`src/rtl/fused_fp_add_issue.sv`:
```
// Operand issue stage for the fused multi-precision FP adder: a 2-entry
// valid/ready buffer that classifies every lane of both operands at push.
module fused_fp_add_issue #(
  parameter int unsigned DEPTH = 2,
  localparam int unsigned FP32_WIDTH = 32,
  localparam int unsigned CONFIG_WIDTH = 3,
  localparam int unsigned ROUND_TYPE_WIDTH = 3
) (
  input  logic                        CLK,
  input  logic                        RST,
  input  logic                        SYNC_CLR,
  input  logic                        IN_VALID,
  output logic                        IN_READY,
  input  logic [FP32_WIDTH-1:0]       IN1,
  input  logic [FP32_WIDTH-1:0]       IN2,
  input  logic [CONFIG_WIDTH-1:0]     CONFIG_FP,
  input  logic [ROUND_TYPE_WIDTH-1:0] ROUND_TYPE,
  output logic                        OUT_VALID,
  input  logic                        OUT_READY,
  output logic [FP32_WIDTH-1:0]       OUT_IN1,
  output logic [FP32_WIDTH-1:0]       OUT_IN2,
  output logic [CONFIG_WIDTH-1:0]     OUT_CONFIG,
  output logic [ROUND_TYPE_WIDTH-1:0] OUT_ROUND,
  output logic [3:0]                  OUT_LANE_MASK,
  output logic [7:0]                  OUT_ZERO,
  output logic [7:0]                  OUT_SUBN,
  output logic [7:0]                  OUT_INF,
  output logic [7:0]                  OUT_NAN
);

  localparam logic [CONFIG_WIDTH-1:0] CFG_FP16 = 3'd1;
  localparam logic [CONFIG_WIDTH-1:0] CFG_BF16 = 3'd2;
  localparam logic [CONFIG_WIDTH-1:0] CFG_E4M3 = 3'd3;
  localparam logic [CONFIG_WIDTH-1:0] CFG_E5M2 = 3'd4;

  typedef struct packed {
    logic [FP32_WIDTH-1:0]       in1;
    logic [FP32_WIDTH-1:0]       in2;
    logic [CONFIG_WIDTH-1:0]     cfg;
    logic [ROUND_TYPE_WIDTH-1:0] rnd;
    logic [3:0]                  mask;
    logic [7:0]                  zero;
    logic [7:0]                  subn;
    logic [7:0]                  inf;
    logic [7:0]                  nan;
  } issue_entry_t;

  typedef struct packed {
    logic [3:0] zero;
    logic [3:0] subn;
    logic [3:0] inf;
    logic [3:0] nan;
  } lane_flags_t;

  // Per-lane class as {nan, inf, subn, zero}; E4M3 has no infinity and only S.1111.111 is NaN.
  function automatic logic [3:0] lane_cls(input logic e_ones, input logic e_zero,
                                          input logic m_zero, input logic m_ones,
                                          input logic e4m3);
    lane_cls = 4'b0000;
    if (e_zero) begin
      lane_cls = m_zero ? 4'b0001 : 4'b0010;
    end else if (e_ones) begin
      if (e4m3) lane_cls = m_ones ? 4'b1000 : 4'b0000;
      else      lane_cls = m_zero ? 4'b0100 : 4'b1000;
    end
  endfunction

  function automatic lane_flags_t classify(input logic [FP32_WIDTH-1:0] x,
                                           input logic [CONFIG_WIDTH-1:0] cfg);
    logic [3:0] c [4];
    logic [7:0] b;
    for (int i = 0; i < 4; i++) c[i] = 4'b0000;
    case (cfg)
      CFG_FP16: begin
        c[0] = lane_cls(&x[14:10], ~|x[14:10], ~|x[9:0], &x[9:0], 1'b0);
        c[2] = lane_cls(&x[30:26], ~|x[30:26], ~|x[25:16], &x[25:16], 1'b0);
      end
      CFG_BF16: begin
        c[0] = lane_cls(&x[14:7], ~|x[14:7], ~|x[6:0], &x[6:0], 1'b0);
        c[2] = lane_cls(&x[30:23], ~|x[30:23], ~|x[22:16], &x[22:16], 1'b0);
      end
      CFG_E4M3: begin
        for (int i = 0; i < 4; i++) begin
          b = x[8*i +: 8];
          c[i] = lane_cls(&b[6:3], ~|b[6:3], ~|b[2:0], &b[2:0], 1'b1);
        end
      end
      CFG_E5M2: begin
        for (int i = 0; i < 4; i++) begin
          b = x[8*i +: 8];
          c[i] = lane_cls(&b[6:2], ~|b[6:2], ~|b[1:0], &b[1:0], 1'b0);
        end
      end
      default: c[0] = lane_cls(&x[30:23], ~|x[30:23], ~|x[22:0], &x[22:0], 1'b0);
    endcase
    for (int i = 0; i < 4; i++) begin
      classify.nan[i]  = c[i][3];
      classify.inf[i]  = c[i][2];
      classify.subn[i] = c[i][1];
      classify.zero[i] = c[i][0];
    end
  endfunction

  function automatic logic [3:0] lane_mask(input logic [CONFIG_WIDTH-1:0] cfg);
    case (cfg)
      CFG_FP16, CFG_BF16: lane_mask = 4'b0101;
      CFG_E4M3, CFG_E5M2: lane_mask = 4'b1111;
      default:            lane_mask = 4'b0001;
    endcase
  endfunction

  issue_entry_t head, tail, new_entry;
  lane_flags_t  f1_c, f2_c;
  logic [1:0]   occ, occ_nxt;
  logic         out_valid, in_ready;
  logic         push, pop, load_head, load_tail, head_from_tail;

  // Entry built from the upstream operands, classified before it is stored.
  always_comb begin
    f1_c = classify(IN1, CONFIG_FP);
    f2_c = classify(IN2, CONFIG_FP);
    new_entry      = '0;
    new_entry.in1  = IN1;
    new_entry.in2  = IN2;
    new_entry.cfg  = CONFIG_FP;
    new_entry.rnd  = ROUND_TYPE;
    new_entry.mask = lane_mask(CONFIG_FP);
    new_entry.zero = {f2_c.zero, f1_c.zero};
    new_entry.subn = {f2_c.subn, f1_c.subn};
    new_entry.inf  = {f2_c.inf,  f1_c.inf};
    new_entry.nan  = {f2_c.nan,  f1_c.nan};
  end

  // Occupancy / head-tail steering; head is always the registered output entry.
  always_comb begin
    push           = IN_VALID & in_ready;
    pop            = out_valid & OUT_READY;
    occ_nxt        = occ;
    load_head      = 1'b0;
    load_tail      = 1'b0;
    head_from_tail = 1'b0;
    case (occ)
      2'd0: begin
        if (push) begin
          load_head = 1'b1;
          occ_nxt   = 2'd1;
        end
      end
      2'd1: begin
        if (push && pop) begin
          load_head = 1'b1;
        end else if (push) begin
          load_tail = 1'b1;
          occ_nxt   = 2'd2;
        end else if (pop) begin
          occ_nxt = 2'd0;
        end
      end
      default: begin
        if (pop) begin
          load_head      = 1'b1;
          head_from_tail = 1'b1;
          occ_nxt        = 2'd1;
        end
      end
    endcase
  end

  always_ff @(posedge CLK or posedge RST) begin
    if (RST) begin
      head      <= '0;
      tail      <= '0;
      occ       <= 2'd0;
      out_valid <= 1'b0;
      in_ready  <= 1'b1;
    end else if (SYNC_CLR) begin
      occ       <= 2'd0;
      out_valid <= 1'b0;
      in_ready  <= 1'b1;
    end else begin
      occ       <= occ_nxt;
      out_valid <= (occ_nxt != 2'd0);
      in_ready  <= (occ_nxt < 2'(DEPTH));
      if (load_head) head <= head_from_tail ? tail : new_entry;
      if (load_tail) tail <= new_entry;
    end
  end

  assign IN_READY      = in_ready;
  assign OUT_VALID     = out_valid;
  assign OUT_IN1       = head.in1;
  assign OUT_IN2       = head.in2;
  assign OUT_CONFIG    = head.cfg;
  assign OUT_ROUND     = head.rnd;
  assign OUT_LANE_MASK = head.mask;
  assign OUT_ZERO      = head.zero;
  assign OUT_SUBN      = head.subn;
  assign OUT_INF       = head.inf;
  assign OUT_NAN       = head.nan;

endmodule

```
`config.mk`:
```
export PLATFORM = sky130hd
export DESIGN_NAME = fused_fp_add_issue
export DESIGN_NICKNAME = d
export VERILOG_FILES = /design/src/rtl/fused_fp_add_issue.sv
export SDC_FILE = /design/constraint.sdc
export NUM_CORES = 1
export LEC_CHECK = 0
export CAP_MARGIN = 5
export CORE_UTILIZATION = 55
export CTS_BUF_LIST = sky130_fd_sc_hd__clkbuf_8 sky130_fd_sc_hd__clkbuf_16
export DETAILED_ROUTE_END_ITERATION = 8
export PLACE_DENSITY_LB_ADDON = 0.12
export SLEW_MARGIN = 40
export SYNTH_ARGS = -nofsm -noshare
export SYNTH_HDL_FRONTEND = slang
export SYNTH_SLANG_ARGS = --single-unit
```
`constraint.sdc`:
```
create_clock -name CLK -period 20.3 [get_ports CLK]
set_input_delay 2.03 -clock CLK [delete_from_list [all_inputs] [get_ports CLK]]
set_output_delay 2.03 -clock CLK [all_outputs]
set_load 0.1 [all_outputs]
```
[Yosys cells after proc, flatten, opt, wreduce, memory -nomap -nowiden]
Index checks and enable logic that the tools add are counted.
Operators by class
  bitwise operators: 3
  eq/ne operators: 5
  order comparisons: 1
  reduce and logical (&&, ||, !) cells: 82
  multiplexer cells: 130
Operator list (count)
  $mux W4: 78
  $mux W106: 1
  $mux W2: 32
  $pmux W4 S4: 4
  $reduce_or A23 Y1: 2
  $pmux W4 S2: 5
  $reduce_and A5 Y1: 8
  $reduce_or A10 Y1: 4
  $reduce_or A5 Y1: 8
  $reduce_and A4 Y1: 8
  $reduce_and A8 Y1: 4
  $reduce_or A4 Y1: 8
  $reduce_or A8 Y1: 4
  $reduce_or A7 Y1: 4
  $reduce_and A3 Y1: 8
  $reduce_or A3 Y1: 8
  $reduce_or A2 Y1: 11
  $mux W1: 8
  $eq A3 B2 Y1 const B: 2
  $pmux W2 S2: 1
  $reduce_and A2 Y1: 2
  $eq A3 B1 Y1 const B: 1
  $eq A3 B3 Y1 const B: 1
  $and A1 B1 Y1: 2
  7 further kinds: 7
Word-level totals
  logic and storage cells: 242
  output and inout bits: 108
  register bits after elaboration: 216
  input bits: 75

[Logic depth before layout (Yosys ltp)]
  depth in word-level cells: 7
  depth in mapped cells: 8
  gate-level depth less buffers: 5

[Least setup slack after synthesis]
Ideal clock, no wire load.
  path type: in2reg
  start: input port IN2[3]
  end: register head (netlist bit OUT_INF[4])
  buffers on the path: 1
  data arrival time: 4.138 ns
  stages on the path: 6
  library setup time: 0.082 ns
  slack: 16.080 ns
  cell sequence: or4_1 -> buf_2 -> or2_4 -> or4_4 -> or4_4 -> a31oi_1
Between the ends
  cells in the longest elaborated chain, start to end: 6
  elaborated cells on any way between the ends: 22
  classes of those cells: mux (15); reduce/logical (7)
RTL lines
  start, declared: line 15  | input logic [FP32_WIDTH-1:0] IN2,
  $reduce_or A23 Y1 (tied with other cells): line 94  | default: c[0] = lane_cls(&x[30:23], ~|x[30:23], ~|x[22:0], &x[22:0], 1'b0);
  $mux W4: line 64  | else lane_cls = m_zero ? 4'b0100 : 4'b1000;
  $mux W4: line 62  | end else if (e_ones) begin
  $mux W4: line 60  | if (e_zero) begin
  $pmux W4 S4 *: line 73  | case (cfg)
  $mux W106 *: line 184  | if (load_head) head <= head_from_tail ? tail : new_entry;
  end signal, assigned: line 184
  end, declared: line 112  | issue_entry_t head, tail, new_entry;
Mark *: on every way between the ends. The rest lies on a longest branch, timed or not.
A chain may end at the register's enable or synchronous reset.

[Worst setup path after layout]
  start: input port SYNC_CLR
  end: register head (netlist bit OUT_SUBN[2])
Between the ends
  cells in the longest elaborated chain, start to end: 2
RTL lines
  start, declared: line 11  | input logic SYNC_CLR,
  $not A1 Y1 (no line)
  $reduce_and A2 Y1 (no line)
No other way between the ends.

==> results.txt <==
----------------------------------------------------
[Run status]
  Status ... complete, no violations

[Finish]
  Proportion of layout cells with a drive suffix above 1 ... 13.53%
  Antenna diode instance count ... 0
  Most common library cell in the layout ignoring fill and taps ... nand2_1
  Layout area overhead ... 21.47%
  Top library cells by usage in the layout, fill and taps aside ... 415 x nand2_1, 213 x dfrtp_1, 108 x nor2_1, 108 x buf_2, 86 x a31oi_1
  # nets final ... roughly 1400
  Total non-filler cell area in the finished layout ... 12140 sq um

[Routing]
  Per-cell routed wire length ... between 15 and 20 microns
  TritonRoute pass-1 iters ... 6
  Violation count after the first detailed-route iteration ... 894
  Via count ... approximately 9200
  Post-route ant nets ... 0
  Number of design rule violations left after detail routing ... 0
  Detailed Route WL ... 27.19 mm
  Via density per instance ... 5.883

[Power and ir drop]
  Power Total ... 2207 uW
  Peak supply drop ... roughly 0.00014 V
  Power Density ... 181.8 nW/um^2
  LEAKAGE ... roughly 0.0055 uW

[Placement]
  Post-Place Worst Slack ... 15.27 ns
  Post-DP HPWL ... 16.99 mm
  Number of port buffers ... 182
  Placed instance area ... 11360 sq um
  Placer's final routability congestion estimate ... 0.8289

[STA]
  Final period utilization ... 22.63%
  Final count of pins violating max slew ... 0
  Maximum clock skew at final layout ... 0.01773 ns
  Final worst path period need ... around 4.6 ns
  Summed negative setup slack over all endpoints ... 0 ns
  Count of final setup violators ... 0
  Hold_ws ... 0.4735 ns
  Worst-case setup margin in the final layout ... ~16 ns
  RSZ-0062 raised after global routing ... false
  Max_slew headroom ... 45.75%
  Hold violation count in the final report ... 0
  Slew @ Worst Pin ... 0.7932 ns
  F_max ... 0.2177 GHz

[Global route]
  Vias in the first global route ... 8444
  First-pass GRT wire length ... 43.78 mm
  Pin count of the biggest net entering global routing ... 120
  Global-route usage over all layers ... 29.64%
  Total overflow reported by the global router ... 0
  Initial antenna violation count ... 0

[Die]
  Total Die Area ... 18710 sq um
  Initial Utilization ... 56.98%
  Standard cell core area ... 17540 sq um
  Top-level I/O count ... 183
  Horizontal die dimension ... 136.8 microns
  Placement Rows ... 48
  Die span in y ... 136.8 microns

[Clock network]
  Clock tree from TritonCTS ... yes
  Clock-pin slew reported for the worst setup and hold paths after clock tree synthesis ... around 0.060 ns
  Sink count of the clock tree ... 214
  Root buffer cell ... clkbuf_16
  Maximum clock path buffer count ... 3
  Source-to-sink clock delay at the later pin of the worst-skew pair ... approximately 0.51 ns
  Number of setup buffers added after CTS ... 0
  Number of CTS-inserted buffers ... 23
  Resized Gates After CTS ... 0
  # H-tree levels ... 1
  Count of hold-fix buffers inserted at cts ... 0

[Yosys]
  Share of flip-flops with an asynchronous set or reset after synthesis ... 100.0%
  Warnings, synthesis ... 0
  Unique masters post-synth ... 56
  Syn_nets ... 1266
  Flip-flop cell with the highest count after synthesis ... dfrtp_1
  Cells after synthesis ... 1191
  Synthesis-stage register bit count ... 214
  Average cell area after synthesis ... 8.391 sq um
  Seq/Total Area, Yosys ... 53.60%
  Number of synthesized flops with an enable pin ... 0
  Post-synthesis cell area ... approximately 10000 sq um

[Critical path]
  Sort of element at the end of the critical path ... flop
  Crit Path Max Fanout ... 119
  Nature of the critical path startpoint ... primary input
  Critical path required time ... 20.74 ns
  Path type of the worst setup path ... primary input to flop
  Worst path arrival time ... 5.03 ns

[Worst hold path]
  Worst hold path class ... flop to flop

[Flow run]
  Number of max-capacitance violations reported ... 0

----------------------------------------------------
==> registers in the layout, summed over array words and instances, names as in the netlist <==
| signal | count |
|---|---|
| OUT_VALID | 1 |
| OUT_NAN | 8 |
| OUT_ROUND | 3 |
| occ | 2 |
| OUT_ZERO | 8 |
| IN_READY | 1 |
| OUT_IN2 | 32 |
| tail | 105 |
| OUT_LANE_MASK | 3 |
| OUT_SUBN | 8 |
| OUT_CONFIG | 3 |
| OUT_INF | 8 |
| OUT_IN1 | 32 |
==> metal layers <==
| layer | track usage, % | wire, microns |
|---|---|---|
| met1 | 41.29 | 11810 |
| met2 | 48.28 | 12750 |
| met3 | 4.741 | 2078 |
| met4 | 7.998 | 548 |
| met5 | 0 | 0 |
==> power by group <==
group	internal (uW)	total (uW)	switching [uW]	leakage (uW)
logic	176	1090	916	0.00249
registers	602	694	92.2	0.00260
clock network	247	420	173	0.000390
total	1020	2210	1180	0.00548
==> cell usage after synthesis (5+ instances only) <==
cell	n	area, sq um
o21ai_0	54	270.3
clkbuf_1	71	266.5
buf_1	13	48.80
o21a_1	8	60.06
nand4_1	6	37.54
a211oi_1	5	37.54
a21oi_1	28	140.1
or3_1	21	131.4
nor3_1	10	50.05
inv_1	6	22.52
nand3_1	16	80.08
o211ai_1	8	60.06
nand2_1	416	1562
and3_1	13	81.33
nor4_1	12	75.07
a22oi_1	7	52.55
dfrtp_1	213	5330
nand2b_1	5	31.28
o31ai_1	7	52.55
or4_1	10	75.07
a31oi_1	86	538.0
nor2_1	108	405.4
==> final timing paths <==
path	from	endpoint	slack, ns	cells after the start
max in group asynchronous	RST	tail[32]$_DFFE_PP0P_	17.05	3
setup reg to reg	occ[1]$_DFF_PP0_	OUT_SUBN[2]$_DFFE_PP0P_	17.10	7
hold / removal	tail[67]$_DFFE_PP0P_	tail[67]$_DFFE_PP0P_	0.47	2
setup / recovery	SYNC_CLR	OUT_SUBN[2]$_DFFE_PP0P_	15.71	7
min in group asynchronous	RST	OUT_IN1[9]$_DFFE_PP0P_	2.05	2
hold reg to reg	tail[67]$_DFFE_PP0P_	tail[67]$_DFFE_PP0P_	0.47	2
==> layout make-up <==
type / instances / area, sq um
Clock inverter: 15 / 128.9
Fill cell: 1436 / 5398
Multi-Input combinational cell: 885 / 4345
Clock buffer: 27 / 630.6
Tap cell: 225 / 281.5
Sequential cell: 214 / 5356
Inverter: 6 / 30.03
Timing Repair Buffer: 191 / 1366
==> kinds of logic after synthesis <==
kind of cell	Yosys count	share of synthesized area (%)
AO/OA/AOI/OAI	238	15.21
XOR/XNOR	1	0.08766
buffers and inverters	92	3.506
flip-flops	214	53.60
multiplexers	2	0.2128
AND/OR/NAND/NOR	644	27.38
==> per-stage QoR <==
stage	std cells	util, %
2_1_floorplan	1191	-
3_3_place_gp	1521	67.72
3_5_place_dp	1521	64.80
4_1_cts	1563	69.13
5_1_grt	1563	69.22
6_report	1563	69.22
==> worst max-delay path, stage by stage <==
cell             delay, ns
clkdlybuf4s50_1       0.56
nor3_4                0.68
buf_4                 0.50
clkbuf_8              0.66
o21ai_0               0.20
a21oi_1               0.19
a21o_1                0.11
Note: power is estimated with default switching activity, not from simulation.
